`config.mk`:
```
export PLATFORM = sky130hd
export DESIGN_NAME = cntwithen_bank_flat
export DESIGN_NICKNAME = d
export VERILOG_FILES = /design/src/rtl/cntwithen_bank_if.sv /design/src/rtl/cntwithen_bank.sv /design/src/flat_wrapper.sv
export SDC_FILE = /design/constraint.sdc
export NUM_CORES = 1
export LEC_CHECK = 0
export BUFFER_PORTS_ARGS = -buffer_cell sky130_fd_sc_hd__buf_2
export CAP_MARGIN = 20
export CORE_ASPECT_RATIO = 0.75
export CORE_MARGIN = 10
export CORE_UTILIZATION = 45
export DETAILED_ROUTE_END_ITERATION = 8
export PLACE_DENSITY = 0.76
export RECOVER_POWER = 25
export SETUP_SLACK_MARGIN = 0.2
export SLEW_MARGIN = 5
export SYNTH_ARGS = -nofsm -noshare
export SYNTH_HDL_FRONTEND = slang
export SYNTH_SLANG_ARGS = --single-unit
```
`constraint.sdc`:
```
create_clock -name iClk -period 1.59 [get_ports iClk]
set_input_delay 0.318 -clock iClk [delete_from_list [all_inputs] [get_ports iClk]]
set_output_delay 0.318 -clock iClk [all_outputs]
set_load 0.05 [all_outputs]
```
`src/rtl/cntwithen_bank_if.sv`:
```
// Control/status bundle for cntwithen_bank: per-channel strobes and load
// values in, packed counts and terminal-count pulses out.
interface cntwithen_bank_if #(
   parameter int BITWIDTH = 4,
   parameter int CHANNELS = 4
);
   logic [CHANNELS-1:0]          iEn;
   logic [CHANNELS-1:0]          iClr;
   logic [CHANNELS-1:0]          iDir;
   logic [CHANNELS-1:0]          iLoad;
   logic [CHANNELS*BITWIDTH-1:0] iLoadVal;
   logic [CHANNELS*BITWIDTH-1:0] oCnt;
   logic [CHANNELS-1:0]          oTc;
   logic                         oTcAll;

   // Driving side (sequencer / bench).
   modport master (
      output iEn, iClr, iDir, iLoad, iLoadVal,
      input  oCnt, oTc, oTcAll
   );

   // Counter bank side.
   modport slave (
      input  iEn, iClr, iDir, iLoad, iLoadVal,
      output oCnt, oTc, oTcAll
   );
endinterface

```
`src/rtl/cntwithen_bank.sv`:
```
// Bank of independent enable-gated modulo counters. Each channel supports
// clear, clamped load, up/down stepping, wrap or saturate at the boundary and
// a one-cycle terminal-count pulse. Channel k lives at bits
// [k*BITWIDTH +: BITWIDTH] of the packed count/load buses.
// MODULUS must lie in 2..2**BITWIDTH; codes at or above MODULUS are never
// reached because loads clamp and steps wrap or saturate at MODULUS-1.
module cntwithen_bank #(
   parameter int BITWIDTH = 4,
   parameter int CHANNELS = 4,
   parameter int MODULUS  = 2**BITWIDTH,
   parameter int SATURATE = 0
) (
   input logic              iClk,
   input logic              iRstN,
   cntwithen_bank_if.slave  bus
);

   localparam logic [BITWIDTH-1:0] MAX_CNT = BITWIDTH'(MODULUS - 1);
   localparam logic [BITWIDTH-1:0] ONE     = BITWIDTH'(1);

   logic [CHANNELS-1:0][BITWIDTH-1:0] cntQ;
   logic [CHANNELS-1:0][BITWIDTH-1:0] cntD;
   logic [CHANNELS-1:0]               tcQ;
   logic [CHANNELS-1:0]               tcD;
   logic                              tcAllQ;

   // Next count and terminal flag for one channel, returned as {tc, count}.
   // Priority is clear, then load, then enabled step.
   function automatic logic [BITWIDTH:0] stepCh(
      input logic [BITWIDTH-1:0] cur,
      input logic                clr,
      input logic                load,
      input logic                en,
      input logic                dir,
      input logic [BITWIDTH-1:0] loadVal
   );
      logic [BITWIDTH-1:0] nxt;
      logic                tc;
      nxt = cur;
      tc  = 1'b0;
      if (clr) begin
         nxt = '0;
      end else if (load) begin
         nxt = (loadVal > MAX_CNT) ? MAX_CNT : loadVal;
      end else if (en) begin
         if (dir) begin
            if (cur == MAX_CNT) begin
               tc  = 1'b1;
               nxt = (SATURATE != 0) ? MAX_CNT : '0;
            end else begin
               nxt = cur + ONE;
            end
         end else begin
            if (cur == '0) begin
               tc  = 1'b1;
               nxt = (SATURATE != 0) ? '0 : MAX_CNT;
            end else begin
               nxt = cur - ONE;
            end
         end
      end
      return {tc, nxt};
   endfunction

   // Evaluate every channel's next state independently.
   always_comb begin
      cntD = cntQ;
      tcD  = '0;
      for (int k = 0; k < CHANNELS; k++) begin
         {tcD[k], cntD[k]} = stepCh(cntQ[k], bus.iClr[k], bus.iLoad[k],
                                    bus.iEn[k], bus.iDir[k],
                                    bus.iLoadVal[k*BITWIDTH +: BITWIDTH]);
      end
   end

   // Register counts, pulses and the all-channels pulse; reset clears all.
   always_ff @(posedge iClk or negedge iRstN) begin
      if (!iRstN) begin
         cntQ   <= '0;
         tcQ    <= '0;
         tcAllQ <= 1'b0;
      end else begin
         cntQ   <= cntD;
         tcQ    <= tcD;
         tcAllQ <= &tcD;
      end
   end

   assign bus.oCnt   = cntQ;
   assign bus.oTc    = tcQ;
   assign bus.oTcAll = tcAllQ;

endmodule

```
`src/flat_wrapper.sv`:
```
// flat-port wrapper written by rule: the top's interface ports become plain ports
module cntwithen_bank_flat 
#(
   parameter int BITWIDTH = 4,
   parameter int CHANNELS = 4,
   parameter int MODULUS  = 2**BITWIDTH,
   parameter int SATURATE = 0
)
  (iClk, iRstN, bus_iEn, bus_iClr, bus_iDir, bus_iLoad, bus_iLoadVal, bus_oCnt, bus_oTc, bus_oTcAll);
  cntwithen_bank_if #(.BITWIDTH(BITWIDTH), .CHANNELS(CHANNELS)) bus_i ();
  input logic iClk;
  input logic iRstN;
  input wire logic [$bits(bus_i.iEn)-1:0] bus_iEn;
  input wire logic [$bits(bus_i.iClr)-1:0] bus_iClr;
  input wire logic [$bits(bus_i.iDir)-1:0] bus_iDir;
  input wire logic [$bits(bus_i.iLoad)-1:0] bus_iLoad;
  input wire logic [$bits(bus_i.iLoadVal)-1:0] bus_iLoadVal;
  output wire logic [$bits(bus_i.oCnt)-1:0] bus_oCnt;
  output wire logic [$bits(bus_i.oTc)-1:0] bus_oTc;
  output wire logic [$bits(bus_i.oTcAll)-1:0] bus_oTcAll;
  assign bus_i.iEn = bus_iEn;
  assign bus_i.iClr = bus_iClr;
  assign bus_i.iDir = bus_iDir;
  assign bus_i.iLoad = bus_iLoad;
  assign bus_i.iLoadVal = bus_iLoadVal;
  assign bus_oCnt = bus_i.oCnt;
  assign bus_oTc = bus_i.oTc;
  assign bus_oTcAll = bus_i.oTcAll;
  cntwithen_bank #(.BITWIDTH(BITWIDTH), .CHANNELS(CHANNELS), .MODULUS(MODULUS), .SATURATE(SATURATE)) u_core (.iClk(iClk), .iRstN(iRstN), .bus(bus_i));
endmodule
```
==> results summary <==
The flow ran to the end, but the final reports show violations. The final reports fail on negative setup slack. Traced cell by cell, the critical path runs through inv_2 > ha_4 > or4b_4 > a2111oi_4 > and4_1.

The routed design has 5.59 mm of wire. The most used flip-flop cell after synthesis is sky130_fd_sc_hd__dfrtp_1. For the worst setup path, the data required time is 1800 ps. For this run, design rule violations remaining after detail routing come to 0. The tightest hold path in the finished design has a slack of 268 ps. The post-route netlist has 60.8% of its cells at a drive strength greater than 1. Power spread over the standard cell area amounts to 699 mW/mm2. The number of primary I/O pins is 55. The post-synthesis adder-cell area fraction came out at 6.38%. The number of buffer and inverter stages on the critical path is 1. The initial core utilization came out at 47.4%.

The count of filler cells inserted in the layout came out at 209. The layout-stage area growth over the synthesis result is 65.0%. The top fanout value on the critical path came out at 4. The worst endpoint data arrival time is 1930 ps. The number of synthesized flops with an enable pin is 0. Clock-pin slew was measured on the worst setup and hold paths at 80 ps.

The worst-case clock buffer depth came out at 2. The number of buffer cells added on primary ports came out at 54. The pin count of the biggest net entering global routing came out at 22.

After floorplanning, the core was sized to cover 0.00331 mm2. The number of nets in the final layout is 303. For the pin with the worst max-slew slack, the measured transition is 1180 ps. The count of antenna-violating nets left after detailed routing came out at 0. Yosys printed 0 warnings. The synthesized netlist devotes 13.3% of its cell area to simple gates.

Row generation in the floorplan step produced 18 rows. The HPWL after detailed placement is 3.60 mm. The clock sink count came out at 21. The clock tree from TritonCTS is built. Setup total negative slack on the finished layout was measured at -284 ps. Across all layers, the routed design uses 1724 vias. On the worst path, the slowest cell contributes a delay of 480 ps.

The later pin in the worst-skew pair is clocked with a latency of 270 ps. The cell area after synthesis came out at 0.00157 mm2. The first-pass GRT wire length is 8.09 mm. The cell count after synthesis came out at 174. The setup clock skew after layout came out at 2.24 ps. The net count after synthesis is 216.

The post-synthesis compound-gate area fraction came out at 28.4%. After synthesis, the mean cell area works out to 9.02 um2. Dividing the detail-routed wire length by the instance count gives 18.6 um. The number of violations of the max-capacitance limit came out at 0.

At the end of routability-driven placement, the weighted congestion stood at 0.919. The total track usage came out at 15.6%. The clock tree root buffer cell is sky130_fd_sc_hd__clkbuf_8. The via count of the first global-routing pass was 1663. Synthesis inferred 21 register bits.

The slowest cell on the critical path is sky130_fd_sc_hd__or4b_4. The height of the die came out at 71.1 um. The total CTS buffers came out at 3. The leakage power summed over all cells is 1.18 nW. The initial antenna violation count came out at 0.

After synthesis, the largest family of logic cells by area is compound AO/OA/AOI/OAI gates. Timing analysis after detailed placement gives a worst setup slack of -93.4 ps. After detailed placement, the total cell area comes to 0.00210 mm2. The worst setup path is captured at a flip-flop. The peak clock frequency supported by timing came out at 0.579 GHz. The fraction of synthesized area in multiplexers came out at 5.10%. Headroom to the max-slew limit came out at 21.1%. The largest delay contributor family on the critical path is simple AND/OR/NAND/NOR gates. The ratio of routed vias to standard cells came out at 5.75.

In this run the biggest area consumer among cell types represents 33.5% of the synthesized area. The share of the yosys chip area belonging to registers came out at 33.5%. The count of endpoints failing setup in the final report is 3.

The ratio of final minimum period to clock period is 109%. Setup repair after global routing could not meet its margin everywhere. The die covers 0.00627 mm2. The final design instance area without fill came out at 0.00259 mm2. The proportion of register bits with asynchronous set or reset after synthesis came out at 100%. The overall overflow remaining after global route came out at 0. The maximum vdd ir drop came out at 604 uV. The final count of pins violating max slew is 0. Summing the areas of all xor and xnor instances in the mapped netlist gives 4.47% of the synthesized area. After layout, the minimum clock period comes to 1730 ps. The worst setup path is launched from a flip-flop. The worst setup margin is -138 ps.

The synthesized design spends more area on one cell type than any other, namely sky130_fd_sc_hd__dfrtp_1. The number of failing hold endpoints at the final stage is 0. CTS built an H-tree with a depth of 1. The count of routing violations after the opening detailed-route iteration is 114.

By area the synthesized netlist is led by sky130_fd_sc_hd__dfrtp_1 33%, sky130_fd_sc_hd__inv_1 6.7%, sky130_fd_sc_hd__ha_1 6.4%, sky130_fd_sc_hd__a21oi_1 6.1%, sky130_fd_sc_hd__mux2i_1 5.1%. The count of distinct cell types in the synthesized netlist is 35. The pre-antenna-repair detailed-routing pass consisted of 4 iterations. The die is 88.2 um wide.

0 antenna diodes ended up in the layout. The min-delay analysis places its worst path in the category in2async. The worst setup path is of the reg2reg kind.
==> cells in the final DEF, fill, tap and decap left out, drive strengths merged, types with 4 or more instances in the layout <==
cell type,count
ha,8
o221ai,5
nor2,6
xnor2,7
dfrtp,21
nor2b,4
inv,28
clkbuf,6
a21oi,19
nand2,5
a221oi,7
buf,87
mux2i,8
and4,4
o21a,5
o21ai,6
==> power breakdown <==
| part | internal, mW | leakage [nW] | switching, mW |
|---|---|---|---|
| clock network | 0.179 | 0.0228 | 0.184 |
| logic | 0.374 | 0.898 | 0.431 |
| registers | 0.574 | 0.259 | 0.0679 |
==> Yosys cell counts, types with 2 or more instances <==
cell type and number:
sky130_fd_sc_hd__ha_1 8, sky130_fd_sc_hd__nor2b_1 4, sky130_fd_sc_hd__dfrtp_1 21, sky130_fd_sc_hd__o311a_1 2, sky130_fd_sc_hd__nor2_1 6, sky130_fd_sc_hd__or4b_2 2, sky130_fd_sc_hd__xnor2_1 7, sky130_fd_sc_hd__a31oi_1 3
sky130_fd_sc_hd__o21a_1 5, sky130_fd_sc_hd__clkbuf_1 6, sky130_fd_sc_hd__and4_1 4, sky130_fd_sc_hd__a221oi_1 7, sky130_fd_sc_hd__nor4_1 3, sky130_fd_sc_hd__nand2_1 5, sky130_fd_sc_hd__nand4_1 3, sky130_fd_sc_hd__a21oi_1 19
sky130_fd_sc_hd__a311oi_1 2, sky130_fd_sc_hd__nor3b_1 3, sky130_fd_sc_hd__o31a_1 2, sky130_fd_sc_hd__o221ai_1 5, sky130_fd_sc_hd__mux2i_1 8, sky130_fd_sc_hd__o21ai_0 6, sky130_fd_sc_hd__o21bai_1 2, sky130_fd_sc_hd__inv_1 28
sky130_fd_sc_hd__o31ai_1 2, sky130_fd_sc_hd__a311o_1 2
==> flip-flops by register name, indices dropped and copies added, names as in the netlist <==
signal / count
u_core.bus.oTc: 4
u_core.bus.oTcAll: 1
u_core.bus.oCnt: 16
==> final timing paths <==
| kind | startpoint | endpoint | slack, ps | cells past startpoint |
|---|---|---|---|---|
| worst max-delay path | u_core.bus.oCnt[0]$_DFFE_PN0P_ | u_core.bus.oTcAll$_DFF_PN0_ | -140 | 5 |
| max in group asynchronous | iRstN | u_core.bus.oCnt[12]$_DFFE_PN0P_ | 480 | 1 |
| worst min-delay path | iRstN | u_core.bus.oCnt[9]$_DFFE_PN0P_ | 270 | 1 |
| worst min register to register | u_core.bus.oCnt[3]$_DFFE_PN0P_ | u_core.bus.oTc[0]$_DFF_PN0_ | 660 | 2 |
| min in group iClk | bus_iClr[1] | u_core.bus.oCnt[4]$_DFFE_PN0P_ | 280 | 2 |
| worst max register to register | u_core.bus.oCnt[0]$_DFFE_PN0P_ | u_core.bus.oTcAll$_DFF_PN0_ | -140 | 5 |
==> metrics by stage <==
step                      utilization [%]  instances  power [mW]
final                                78.2        300        1.81
after CTS                            70.1        287        1.66
after detailed placement             63.4        278        1.24
after global placement               63.4        278        1.23
after floorplan                         -        174        1.03
after global routing                 78.2        300        1.90
==> area by class of cell <==
type / count / area [um2] / area share [%]
clock buffer: 4 / 45.0 / 1.74
tap: 40 / 50.0 / 1.93
sequential: 21 / 547 / 21.1
inverter: 28 / 110 / 4.25
multi-input combinational: 118 / 1220 / 47.1
timing repair buffer: 89 / 618 / 23.9
==> logic make-up after synthesis <==
kind of cell             Yosys count
AND/OR/NAND/NOR                   33
adder cells (fa/ha/maj)            8
flip-flops                        21
buffers and inverters             35
XOR/XNOR                           8
multiplexers                       8
AO/OA/AOI/OAI                     61
==> metal layers <==
layer / track usage (%) / part of all wire, %
met5: 0 / 0
met3: 5.26 / 8.8
met1: 20.9 / 41
met2: 23.3 / 49
met4: 3.83 / 0.82
==> what timing repair did <==
action                     in CTS  in global routing
setup endpoints to repair      17                 32
pin swaps                       3                 16
hold endpoints to repair        0                  0
gates cloned                    0                  0
resized for setup              31                 47
setup buffers                   5                 13
hold buffers                    0                  0
Note: power is estimated with default switching activity, not from simulation.
